==> config.mk <==
export PLATFORM = sky130hd
export DESIGN_NAME = sn_drain
export DESIGN_NICKNAME = d
export VERILOG_FILES = /design/src/rtl/sn_drain.sv
export SDC_FILE = /design/constraint.sdc
export NUM_CORES = 1
export LEC_CHECK = 0
export CORE_ASPECT_RATIO = 2
export CORE_MARGIN = 5
export CORE_UTILIZATION = 44
export DETAILED_ROUTE_END_ITERATION = 8
export PLACE_DENSITY = 0.76
export SYNTH_ARGS = -nofsm -noshare
export SYNTH_HDL_FRONTEND = slang
export SYNTH_SLANG_ARGS = --single-unit
==> constraint.sdc <==
create_clock -name clk -period 1.8 [get_ports clk]
set_clock_uncertainty 0.15 [all_clocks]
set_input_delay 0.36 -clock clk [delete_from_list [all_inputs] [get_ports clk]]
set_output_delay 0.36 -clock clk [all_outputs]
set_load 0.1 [all_outputs]
==> src/rtl/sn_drain.sv <==
// sn/i down-drain: load a count, then drain one unit per selector cycle.
// Optional SN_DRAIN_ASSERT_EN adds clocked invariant assertions.
module sn_drain #(
    parameter int W     = 10,
    parameter int LIMIT = 250
) (
    input  logic         clk,
    input  logic         rst,
    input  logic         load_valid,
    input  logic [W-1:0] load_val,
    output logic         load_ready,
    input  logic         selector,
    output logic [W-1:0] sn,
    output logic [W-1:0] i,
    output logic         busy,
    output logic         done,
    output logic         err
);

    localparam logic [W-1:0] LIM = W'(LIMIT);
    localparam logic [W-1:0] ONE = W'(1);

    typedef enum logic [1:0] {
        IDLE  = 2'd0,
        DRAIN = 2'd1,
        FIN   = 2'd2
    } state_t;

    state_t       state, state_n;
    logic [W-1:0] sn_n, i_n, tgt, tgt_n;
    logic         err_n;

    always_ff @(posedge clk) begin
        if (rst) begin
            state <= IDLE;
            sn    <= '0;
            i     <= '0;
            tgt   <= '0;
            err   <= 1'b0;
        end else begin
            state <= state_n;
            sn    <= sn_n;
            i     <= i_n;
            tgt   <= tgt_n;
            err   <= err_n;
        end
    end

    always_comb begin
        state_n = state;
        sn_n    = sn;
        i_n     = i;
        tgt_n   = tgt;
        err_n   = err;
        unique case (state)
            IDLE: begin
                // Out-of-range loads are consumed but only flag err.
                if (load_valid) begin
                    if (load_val > LIM) begin
                        err_n = 1'b1;
                    end else begin
                        sn_n    = load_val;
                        i_n     = '0;
                        tgt_n   = load_val;
                        state_n = (load_val == '0) ? FIN : DRAIN;
                    end
                end
            end
            DRAIN: begin
                if (selector) begin
                    sn_n = sn - ONE;
                    i_n  = i + ONE;
                    if (sn == ONE) state_n = FIN;
                end
            end
            FIN: state_n = IDLE;
            default: state_n = IDLE;
        endcase
    end

    assign load_ready = (state == IDLE);
    assign busy       = (state == DRAIN);
    assign done       = (state == FIN);

`ifdef SN_DRAIN_ASSERT_EN
    always_ff @(posedge clk) begin
        if (!rst) begin
            assert ((state == IDLE) || (sn + i == tgt))
                else $error("sn + i != tgt");
            assert (i <= LIM)
                else $error("i above limit");
            assert (!((state == DRAIN) && (sn == '0)))
                else $error("drain with sn == 0");
            assert (!done || (sn == '0))
                else $error("done with sn != 0");
        end
    end
`endif

endmodule
==> results.md, run 1 <==
* Post-Layout Cell Count at 283
* Library cells used by synthesis at 45
* First-pass GRT wire length at around 9800 µm
* Largest net degree at the start of global routing at 16
* Die outline height at 91.5 µm
* Row cnt at 29
* Synth Flop Type: dfxtp_1
* Vias in the first global route at 2,020
* CTS tree: built
* Failing checks: setup timing
* Synth async-reset ratio at 0%
* Dpl cells at 269
* Slew HR at 62.8%
* Worst Setup End Kind: flop
* Top-Level Pins at 38
* Place WS at -0.630 ns
* Syn Area/Cell at approximately 8.5 µm²
* Reg2Reg Setup Slack at -0.08 ns
* Core Region at 3190 µm²
* Power density cells at 551 nW/µm²
* Count of final max-slew check failures at 0
* I/O Buffers at 37
* Worst reg2reg path startpoint: state[1]
* Mapped Cells at roughly 170
* Most common cell after layout, fill and taps aside: buf_4
* CP cell instances: and3b_4 -> nor4_4 -> buf_6 -> or4_4 -> a221oi_2
* Design Area, Final at about 2800 µm²
* Most frequent cells in the layout: buf_4, buf_12, a21oi_1, dlygate4sd2_1, o31ai_1
* Seq cells post-synth at 23
* Clk root buf: clkbuf_8
* LEAKAGE at between 1 and 1.5 nW
* H-tree levels at 1
* Initial antenna violation count at 0
* Routability congestion estimate at 0.932
* Crit path time final at 1.88 ns
* Vias at ~2,000
* Worst-path clk slew at about 0.08 ns
* DRC viols at 0
* Clock tree sinks at 23
* Layout cells sized above 1 at roughly half
* FMAX at 532 MHz
* Post-synth EDFFs at 0
* Worst R2R End: i[2]
* Critical path peak fanout at 8
* Ys Warns at 0
* Maximum buffer depth of the clock tree at 2
* Final WS setup at -0.0813 ns
* WL/cell at 24.6 µm
* Total track usage at 27.0%
* Worst EP required at 1.82 ns
* Hold Violations, Final at 0
* Tcrit/Tclk final at 105%
* Gr ovfl total at 0
* Syn nets at 189
* Vias/cell at slightly above 7
* Peak supply drop at 0.505 mV
* Hold Path Depth at 2
* Arrival time at the worst endpoint at 1.90 ns
* Layout area overhead at 88.5%
* Min-Delay Path Class: flop to flop
* Post-layout nets at 270
* Total wire length at 6970 µm
* Reg2reg path depth at 5
* Slew @ Worst Pin at roughly 0.56 ns
* Area after DPL at 2450 µm²
* Max-cap viol count at 0
* Initial Util at 45.8%
* Final setup viols at 7
* Drt first pass iters at 4
* Chip width at between 50 and 60 µm
* Post-synthesis sequential area ratio at between 30% and 40%
* Setup repair after global routing missed its margin: yes
* Crit path kind: flop to flop
* HPWL after detailed placement at between 4000 and 5000 µm
* Total CTS buffers at 3
* TNS Setup at -0.203 ns
* Crit-path max cell delay at between 0.4 and 0.5 ns
* Die ar. at roughly 4600 µm²
* Antenna-violating nets left at 0
* Worst Hold End: sn[8]
* Final core area utilization at between 80% and 90%
* CP startpoint kind: flop
* Diode count at 0
* Hold-fix buffer count after cts at 0
* Worst hold start: sn[8]
* Initial DRC count at 135
* Clock Latency Late Sink at 0.27 ns
* Outcome: complete, but fails checks
* Cell Area, Synth at between 1000 and 1500 µm²
* Slowest CP cell: or4_4
[Yosys cell counts, types with 2 or more instances]
cell / n / area [µm²]
nor4_1: 5 / 31.3
and3_1: 4 / 25.0
and4_1: 3 / 26.3
clkbuf_1: 6 / 22.5
o31a_1: 2 / 17.5
o21ai_0: 2 / 10.0
nand3_1: 5 / 25.0
nor3b_1: 3 / 22.5
mux2i_1: 5 / 50.1
nor2_1: 12 / 45.0
a21oi_1: 16 / 80.1
dfxtp_1: 23 / 460
inv_1: 5 / 18.8
o31ai_1: 14 / 105
nand2_1: 7 / 26.3
a31oi_1: 2 / 12.5
o211ai_1: 4 / 30.0
buf_2: 4 / 20.0
ha_1: 3 / 37.5
or4_1: 5 / 37.5
a211oi_1: 2 / 15.0
nor4_2: 2 / 25.0
nor3_1: 4 / 20.0
a211o_1: 4 / 35.0
buf_4: 2 / 15.0
o311ai_0: 9 / 78.8
[how the worst max path moves through the flow]
stage	from	endpoint	slack, ns	cells past startpoint
2_1_floorplan	sn[5]	state[0]	-0.12	4
3_3_place_gp	load_valid	sn[7]	-0.58	6
3_5_place_dp	load_val[9]	sn[7]	-0.63	6
4_1_cts	state[1]	i[2]	-0.04	5
5_1_grt	state[1]	i[4]	-0.15	6
6_report	state[1]	i[2]	-0.08	5
[power breakdown]
group | internal [W] | switching [W]
Sequential | 0.000520 | 0.0000302
Clock | 0.000158 | 0.000170
Combinational | 0.000262 | 0.000379
[through the flow]
stage	power, W	hold WS [ns]
after floorplan	0.000857	0.398
after global placement	0.00111	0.355
after detailed placement	0.00112	0.363
after CTS	0.00146	0.380
after global routing	0.00157	0.403
final	0.00152	0.384
[what timing repair did]
action / CTS / global route
pin swaps: 9 / 9
resized for setup: 37 / 22
cloned: 0 / 0
buffers inserted: 6 / 5
setup endpoints to repair: 22 / 20
[per-layer routing]
layer	global-route usage [%]	up-vias	share of wire (%)
li1	-	855	-
met1	27.9	945	32
met2	47.5	155	53
met3	5.08	42	7.7
met4	16.0	0	6.6
met5	0	-	0
[cell type report]
cell class              instances  area, µm²
multi-input cells             130       1120
repair buffers                 89       1020
flip-flops and latches         23        507
fillers                       151        437
clock buffers                   4       45.0
well taps                      31       38.8
inverters                       6       27.5
[cells by family (layout without fill, tap and decap cells)]
family,after synthesis,count (layout),share of synthesized area [%]
DFF,23,23,31.5
adders and majority gates,3,3,2.57
AOI/OAI and AO/OA,63,63,32.2
and+or+nand+nor,59,59,24.6
muxes,5,5,3.42
buffers and inverters,19,99,5.73
[critical path: cells and delay by family (launching register included)]
kind                   cells  cell delay (ns)
AND/OR/NAND/NOR            3             0.89
flip-flops                 1             0.34
AO/OA/AOI/OAI              1             0.27
buffers and inverters      1             0.14
[sequential cells by signal, indices dropped and copies added, names as in the netlist]
signal  cells
sn         10
state       2
i          10
err         1
Power figures use the tool's default switching activity.
==> inputs of run 2 (changes only) <==
Settings changed: GPL_TIMING_DRIVEN set to 0, REMOVE_ABC_BUFFERS set to 1.
==> results.md, run 2 (synthesis gave the netlist of run 1 again) <==
* Max-cap viol count at 0 (unchanged)
* Vias at 1,853 (was 1,997)
* Hold Violations, Final at 0 (unchanged)
* Min-Delay Path Class: flop to flop (unchanged)
* Worst EP required at 1.85 ns (was 1.82 ns)
* Outcome: complete, but fails checks (unchanged)
* Largest regs: i (10), sn (10), state (2) (unchanged)
* Diode count at 0 (unchanged)
* Largest net degree at the start of global routing at 24 (was 16)
* Arrival time at the worst endpoint at 1.94 ns (was 1.90 ns)
* CP startpoint kind: flop (unchanged)
* Layout cells sized above 1 at 38.5% (was 52.0%)
* Total CTS buffers at 3 (unchanged)
* Hold Path Depth at 2 (unchanged)
* Slew HR at 62.6% (was 62.8%)
* Clock Latency Late Sink at 0.28 ns (was 0.27 ns)
* Clock tree sinks at 23 (unchanged)
* Worst-path clk slew at 0.08 ns (about the same)
* Place WS at -1.28 ns (was -0.630 ns)
* Worst Hold End: err (was sn[8])
* Crit path time final at 1.89 ns (was 1.88 ns)
* Initial Util at 45.8% (unchanged)
* Final setup viols at 4 (was 7)
* Antenna-violating nets left at 0 (unchanged)
* Routability congestion estimate at 0.843 (was 0.932)
* Most common cell after layout, fill and taps aside: dfxtp_1 (was buf_4)
* Initial antenna violation count at 0 (unchanged)
* Maximum buffer depth of the clock tree at 2 (unchanged)
* FMAX at 528 MHz (was 532 MHz)
* CP cell instances: and3b_4 -> nor4_4 -> buf_4 -> or4_4 -> a221oi_2 (was and3b_4 -> nor4_4 -> buf_6 -> or4_4 -> a221oi_2)
* Tcrit/Tclk final at 105% (about the same)
* Total power at 0.00141 W (was 0.00152 W)
* HPWL after detailed placement at 3160 µm (was 4420 µm)
* Count of final max-slew check failures at 0 (unchanged)
* Total track usage at 24.1% (was 27.0%)
* Gr ovfl total at 0 (unchanged)
* Clk root buf: clkbuf_8 (unchanged)
* Worst R2R End: i[2] (unchanged)
* H-tree levels at 1 (unchanged)
* Total wire length at 5820 µm (was 6970 µm)
* Die ar. at 4650 µm² (unchanged)
* Crit-path max cell delay at 0.47 ns (was 0.48 ns)
* Final WS setup at -0.0937 ns (was -0.0813 ns)
* Design Area, Final at 2240 µm² (was 2760 µm²)
* CTS tree: built (unchanged)
* Setup repair after global routing missed its margin: yes (unchanged)
* Slew @ Worst Pin at 0.561 ns (was 0.558 ns)
* Failing checks: setup timing (unchanged)
* Worst hold start: err (was sn[8])
* Worst Setup End Kind: flop (unchanged)
* Worst reg2reg path startpoint: state[1] (unchanged)
* Most frequent cells in the layout: dfxtp_1, buf_4, o31ai_1, a21oi_1, buf_2 (was buf_4, buf_12, a21oi_1, dlygate4sd2_1, o31ai_1)
* Hold_ws at 0.338 ns (was 0.384 ns)
* Chip width at 50.8 µm (unchanged)
* Reg2Reg Setup Slack at -0.09 ns (was -0.08 ns)
* Layout area overhead at 53.0% (was 88.5%)
* LEAKAGE at 0.836 nW (was 1.05 nW)
* Vias/cell at 7.21 (was 7.06)
* Vias in the first global route at 1,802 (was 2,020)
* Critical path peak fanout at 7 (was 8)
* Power density cells at 631 nW/µm² (was 551 nW/µm²)
* Final core area utilization at 70.1% (was 86.3%)
* Peak supply drop at 0.523 mV (was 0.505 mV)
* Area after DPL at 1840 µm² (was 2450 µm²)
* Core Region at 3190 µm² (unchanged)
* Initial DRC count at 134 (was 135)
* Crit path kind: flop to flop (unchanged)
* Top-Level Pins at 38 (unchanged)
* Slowest CP cell: or4_4 (unchanged)
* Reg2reg path depth at 5 (unchanged)
* DRC viols at 0 (unchanged)
* I/O Buffers at 37 (unchanged)
* First-pass GRT wire length at 8780 µm (was 9820 µm)
* Die outline height at 91.5 µm (unchanged)
* Post-layout nets at 244 (was 270)
* WL/cell at 22.6 µm (was 24.6 µm)
* Drt first pass iters at 5 (was 4)
* Row cnt at 29 (unchanged)
[run 2: worst max-delay path by stage]
stage / end / from / cells after the start
floorplan: state[0] / state[0] / 4
finish: i[2] / state[1] / 5
global route: i[2] / state[1] / 5
global placement: i[2] / load_valid / 5
detailed placement: busy / state[1] / 3
CTS: i[2] / state[1] / 5
[run 2: metal layers]
layer | GRT usage [%] | vias to the layer above | routed length, µm
li1 | - | 806 | -
met1 | 26.8 | 874 | 1940
met2 | 39.7 | 136 | 3010
met3 | 3.28 | 37 | 538
met4 | 17.9 | 0 | 329
met5 | 0 | - | 0
[run 2: layout make-up]
type | instances | area, µm²
multi-input combinational | 134 | 1140
sequential | 23 | 469
fill | 248 | 956
tap | 31 | 38.8
timing repair buffer | 59 | 508
inverter | 6 | 31.3
clock buffer | 4 | 45.0
[run 2: timing repair]
| item | CTS | global route |
|---|---|---|
| gates resized for setup | 136 | 48 |
| endpoints found under the setup margin | 47 | 38 |
| hold buffers | 0 | 0 |
| pin swaps | 12 | 5 |
| buffers inserted | 17 | 2 |
| gates cloned | 5 | 1 |
[run 2: metrics by stage]
stage,instances,TNS (ns)
after floorplan,159,-17.77
after global placement,227,-47.66
after detailed placement,228,-29.23
after CTS,254,-0.0911
after global routing,257,-0.559
final,257,-0.264
[run 2: critical path: cells and delay by family, from the launching register on]
family	cells	cell delay, ns
AND/OR/NAND/NOR	3	0.91
buffers and inverters	1	0.16
flip-flops	1	0.39
AO/OA/AOI/OAI	1	0.21
[run 2: power breakdown]
part / internal, W / leakage [nW] / switching, W
sequential: 0.000526 / 0.189 / 0.0000325
combinational: 0.000166 / 0.625 / 0.000348
clock: 0.000159 / 0.0228 / 0.000180
total: 0.000851 / 0.836 / 0.000560
==> inputs of run 3 (changes only) <==
==> constraint.sdc (replaced) <==
create_clock -name clk -period 1.6 [get_ports clk]
set_clock_uncertainty 0.15 [all_clocks]
set_input_delay 0.32 -clock clk [delete_from_list [all_inputs] [get_ports clk]]
set_output_delay 0.32 -clock clk [all_outputs]
set_load 0.02 [all_outputs]
==> results.md, run 3 (synthesis gave the netlist of run 1 again) <==
* Max-cap viol count at 0 (unchanged)
* Row cnt at 29 (unchanged)
* Reg2reg path depth at 5 (unchanged)
* H-tree levels at 1 (unchanged)
* Crit path time final at 1.89 ns (about the same)
* Critical path peak fanout at 5 (was 7)
* WP depth at 5 (unchanged)
* Outcome: complete, but fails checks (unchanged)
* Drt first pass iters at 5 (unchanged)
* Design Area, Final at 2670 µm² (was 2240 µm²)
* Initial DRC count at 124 (was 134)
* TNS Setup at -3.88 ns (was -0.264 ns)
* Arrival time at the worst endpoint at 1.94 ns (about the same)
* Slew HR at 60.8% (was 62.6%)
* Maximum buffer depth of the clock tree at 2 (unchanged)
* Worst R2R End: i[2] (unchanged)
* Worst Setup End Kind: flop (unchanged)
* Total wire length at 7500 µm (was 5820 µm)
* Power density cells at 596 nW/µm² (was 631 nW/µm²)
* # fillers at 180 (was 248)
* Die outline height at 91.5 µm (unchanged)
* Crit-path max cell delay at 0.47 ns (about the same)
* Worst EP required at 1.65 ns (was 1.85 ns)
* Place WS at -1.30 ns (was -1.28 ns)
* Worst-path clk slew at 0.09 ns (was 0.08 ns)
* Tcrit/Tclk final at 118% (was 105%)
* WL/cell at 27.0 µm (was 22.6 µm)
* Total track usage at 29.7% (was 24.1%)
* I/O Buffers at 37 (unchanged)
* Antenna-violating nets left at 0 (unchanged)
* Min-Delay Path Class: flop to flop (unchanged)
* Critical Path End: i[2] (unchanged)
* Most frequent cells in the layout: buf_4, dlygate4sd2_1, buf_6 (was dfxtp_1, buf_4, o31ai_1, a21oi_1, buf_2)
* Slew @ Worst Pin at 0.587 ns (was 0.561 ns)
* Clock Latency Late Sink at 0.28 ns (about the same)
* Total CTS buffers at 3 (unchanged)
* LEAKAGE at 1.03 nW (was 0.836 nW)
* Vias in the first global route at 2,080 (was 1,802)
* Clock tree sinks at 23 (unchanged)
* Slowest CP cell: or4_4 (unchanged)
* Initial antenna violation count at 0 (unchanged)
* Crit path kind: flop to flop (unchanged)
* CTS tree: built (unchanged)
* Internal power at 0.00101 W (was 0.000851 W)
* Top-Level Pins at 38 (unchanged)
* Hold Violations, Final at 0 (unchanged)
* Area after DPL at 1840 µm² (unchanged)
* CP startpoint kind: flop (unchanged)
* Die ar. at 4650 µm² (unchanged)
* Vias/cell at 7.43 (was 7.21)
* Worst Setup SP: state[1] (unchanged)
* Hold-fix buffer count after cts at 0 (unchanged)
* DRC viols at 0 (unchanged)
* First-pass GRT wire length at 10,700 µm (was 8780 µm)
* Most common cell after layout, fill and taps aside: buf_4 (was dfxtp_1)
* Flop pwr share at 39.6% (about the same)
* Setup repair after global routing missed its margin: yes (unchanged)
* FMAX at 528 MHz (about the same)
* Final WS setup at -0.293 ns (was -0.0937 ns)
* Critical path buffers and inverters at 1 (unchanged)
* Layout area overhead at 82.2% (was 53.0%)
* CP cell instances: and3b_4 -> nor4_4 -> clkbuf_16 -> or4_4 -> a221oi_2 (was and3b_4 -> nor4_4 -> buf_4 -> or4_4 -> a221oi_2)
* Largest net degree at the start of global routing at 22 (was 24)
* Top delay family on crit path: simple AND/OR/NAND/NOR gates (unchanged)
* Layout cells sized above 1 at 47.0% (was 38.5%)
* Count of final max-slew check failures at 0 (unchanged)
* Gr ovfl total at 0 (unchanged)
* Final setup viols at 23 (was 4)
* Peak supply drop at 0.647 mV (was 0.523 mV)
* Vias at 2,066 (was 1,853)
* Reg2Reg Setup Slack at -0.29 ns (was -0.09 ns)
* Chip width at 50.8 µm (unchanged)
* Worst reg2reg path startpoint: state[1] (unchanged)
* Clock share of power at 24.9% (was 24.0%)
* Switching share of power at 36.1% (was 39.7%)
* HPWL after detailed placement at 3160 µm (unchanged)
* Routability congestion estimate at 0.843 (unchanged)
* Sw Pwr at 0.000573 W (was 0.000560 W)
* Hold_ws at 0.343 ns (was 0.338 ns)
* Largest regs: i (10), sn (10), state (2) (unchanged)
* Core Region at 3190 µm² (unchanged)
* Final core area utilization at 83.5% (was 70.1%)
* Post-layout nets at 265 (was 244)
* Initial Util at 45.8% (unchanged)
* Diode count at 0 (unchanged)
* Clk root buf: clkbuf_8 (unchanged)
* Failing checks: setup timing (unchanged)
* Logic gate share of total power at 35.5% (was 36.4%)
## run 3: worst min path at each step
stage	startpoint	endpoint	slack [ns]	cells past startpoint
after floorplan	rst	i[2]	0.24	1
after global placement	err	err	0.31	2
after detailed placement	err	err	0.33	2
after CTS	err	err	0.35	2
after global routing	load_val[0]	sn[0]	0.37	3
final	err	err	0.34	2
## run 3: cell type report
cell class / instances / area (µm²) / area share (%)
Inverter: 6 / 33.8 / 1.27
Tap cell: 31 / 38.8 / 1.46
Multi-Input combinational cell: 133 / 1290 / 48.5
Timing Repair Buffer: 81 / 764 / 28.7
Clock buffer: 4 / 45.0 / 1.69
Sequential cell: 23 / 492 / 18.5
## run 3: worst min-delay path, cell delays in order (launching register included)
cell	delay (ns)
dfxtp_1	0.34
a21oi_1	0.05
nor2_1	0.08
## run 3: through the flow
stage	power, W	std cells
after global routing	0.00163	278
final	0.00159	278
after detailed placement	0.000955	228
after CTS	0.00147	266
after global placement	0.000945	227
after floorplan	0.000807	159
## run 3: what timing repair did
action,in CTS,in global routing
setup endpoints to repair,47,30
gates resized for setup,126,37
setup buffers,29,13
pin swaps,33,20
gates cloned,5,0
## run 3: power groups by stage
stage               logic [W]  clock network (W)  registers [W]
global placement     0.000313                  0       0.000632
finish               0.000564           0.000395       0.000628
global route         0.000583           0.000414       0.000632
CTS                  0.000466           0.000379       0.000621
floorplan            0.000155                  0       0.000652
detailed placement   0.000321                  0       0.000634
## run 3: layer usage
layer  vias up  wire length, µm  global-route usage (%)
li1        850                -                       -
met1       957             2240                    29.8
met2       204             3870                    51.0
met3        55              767                    5.74
met4         0              627                    22.4
met5         -                0                       0
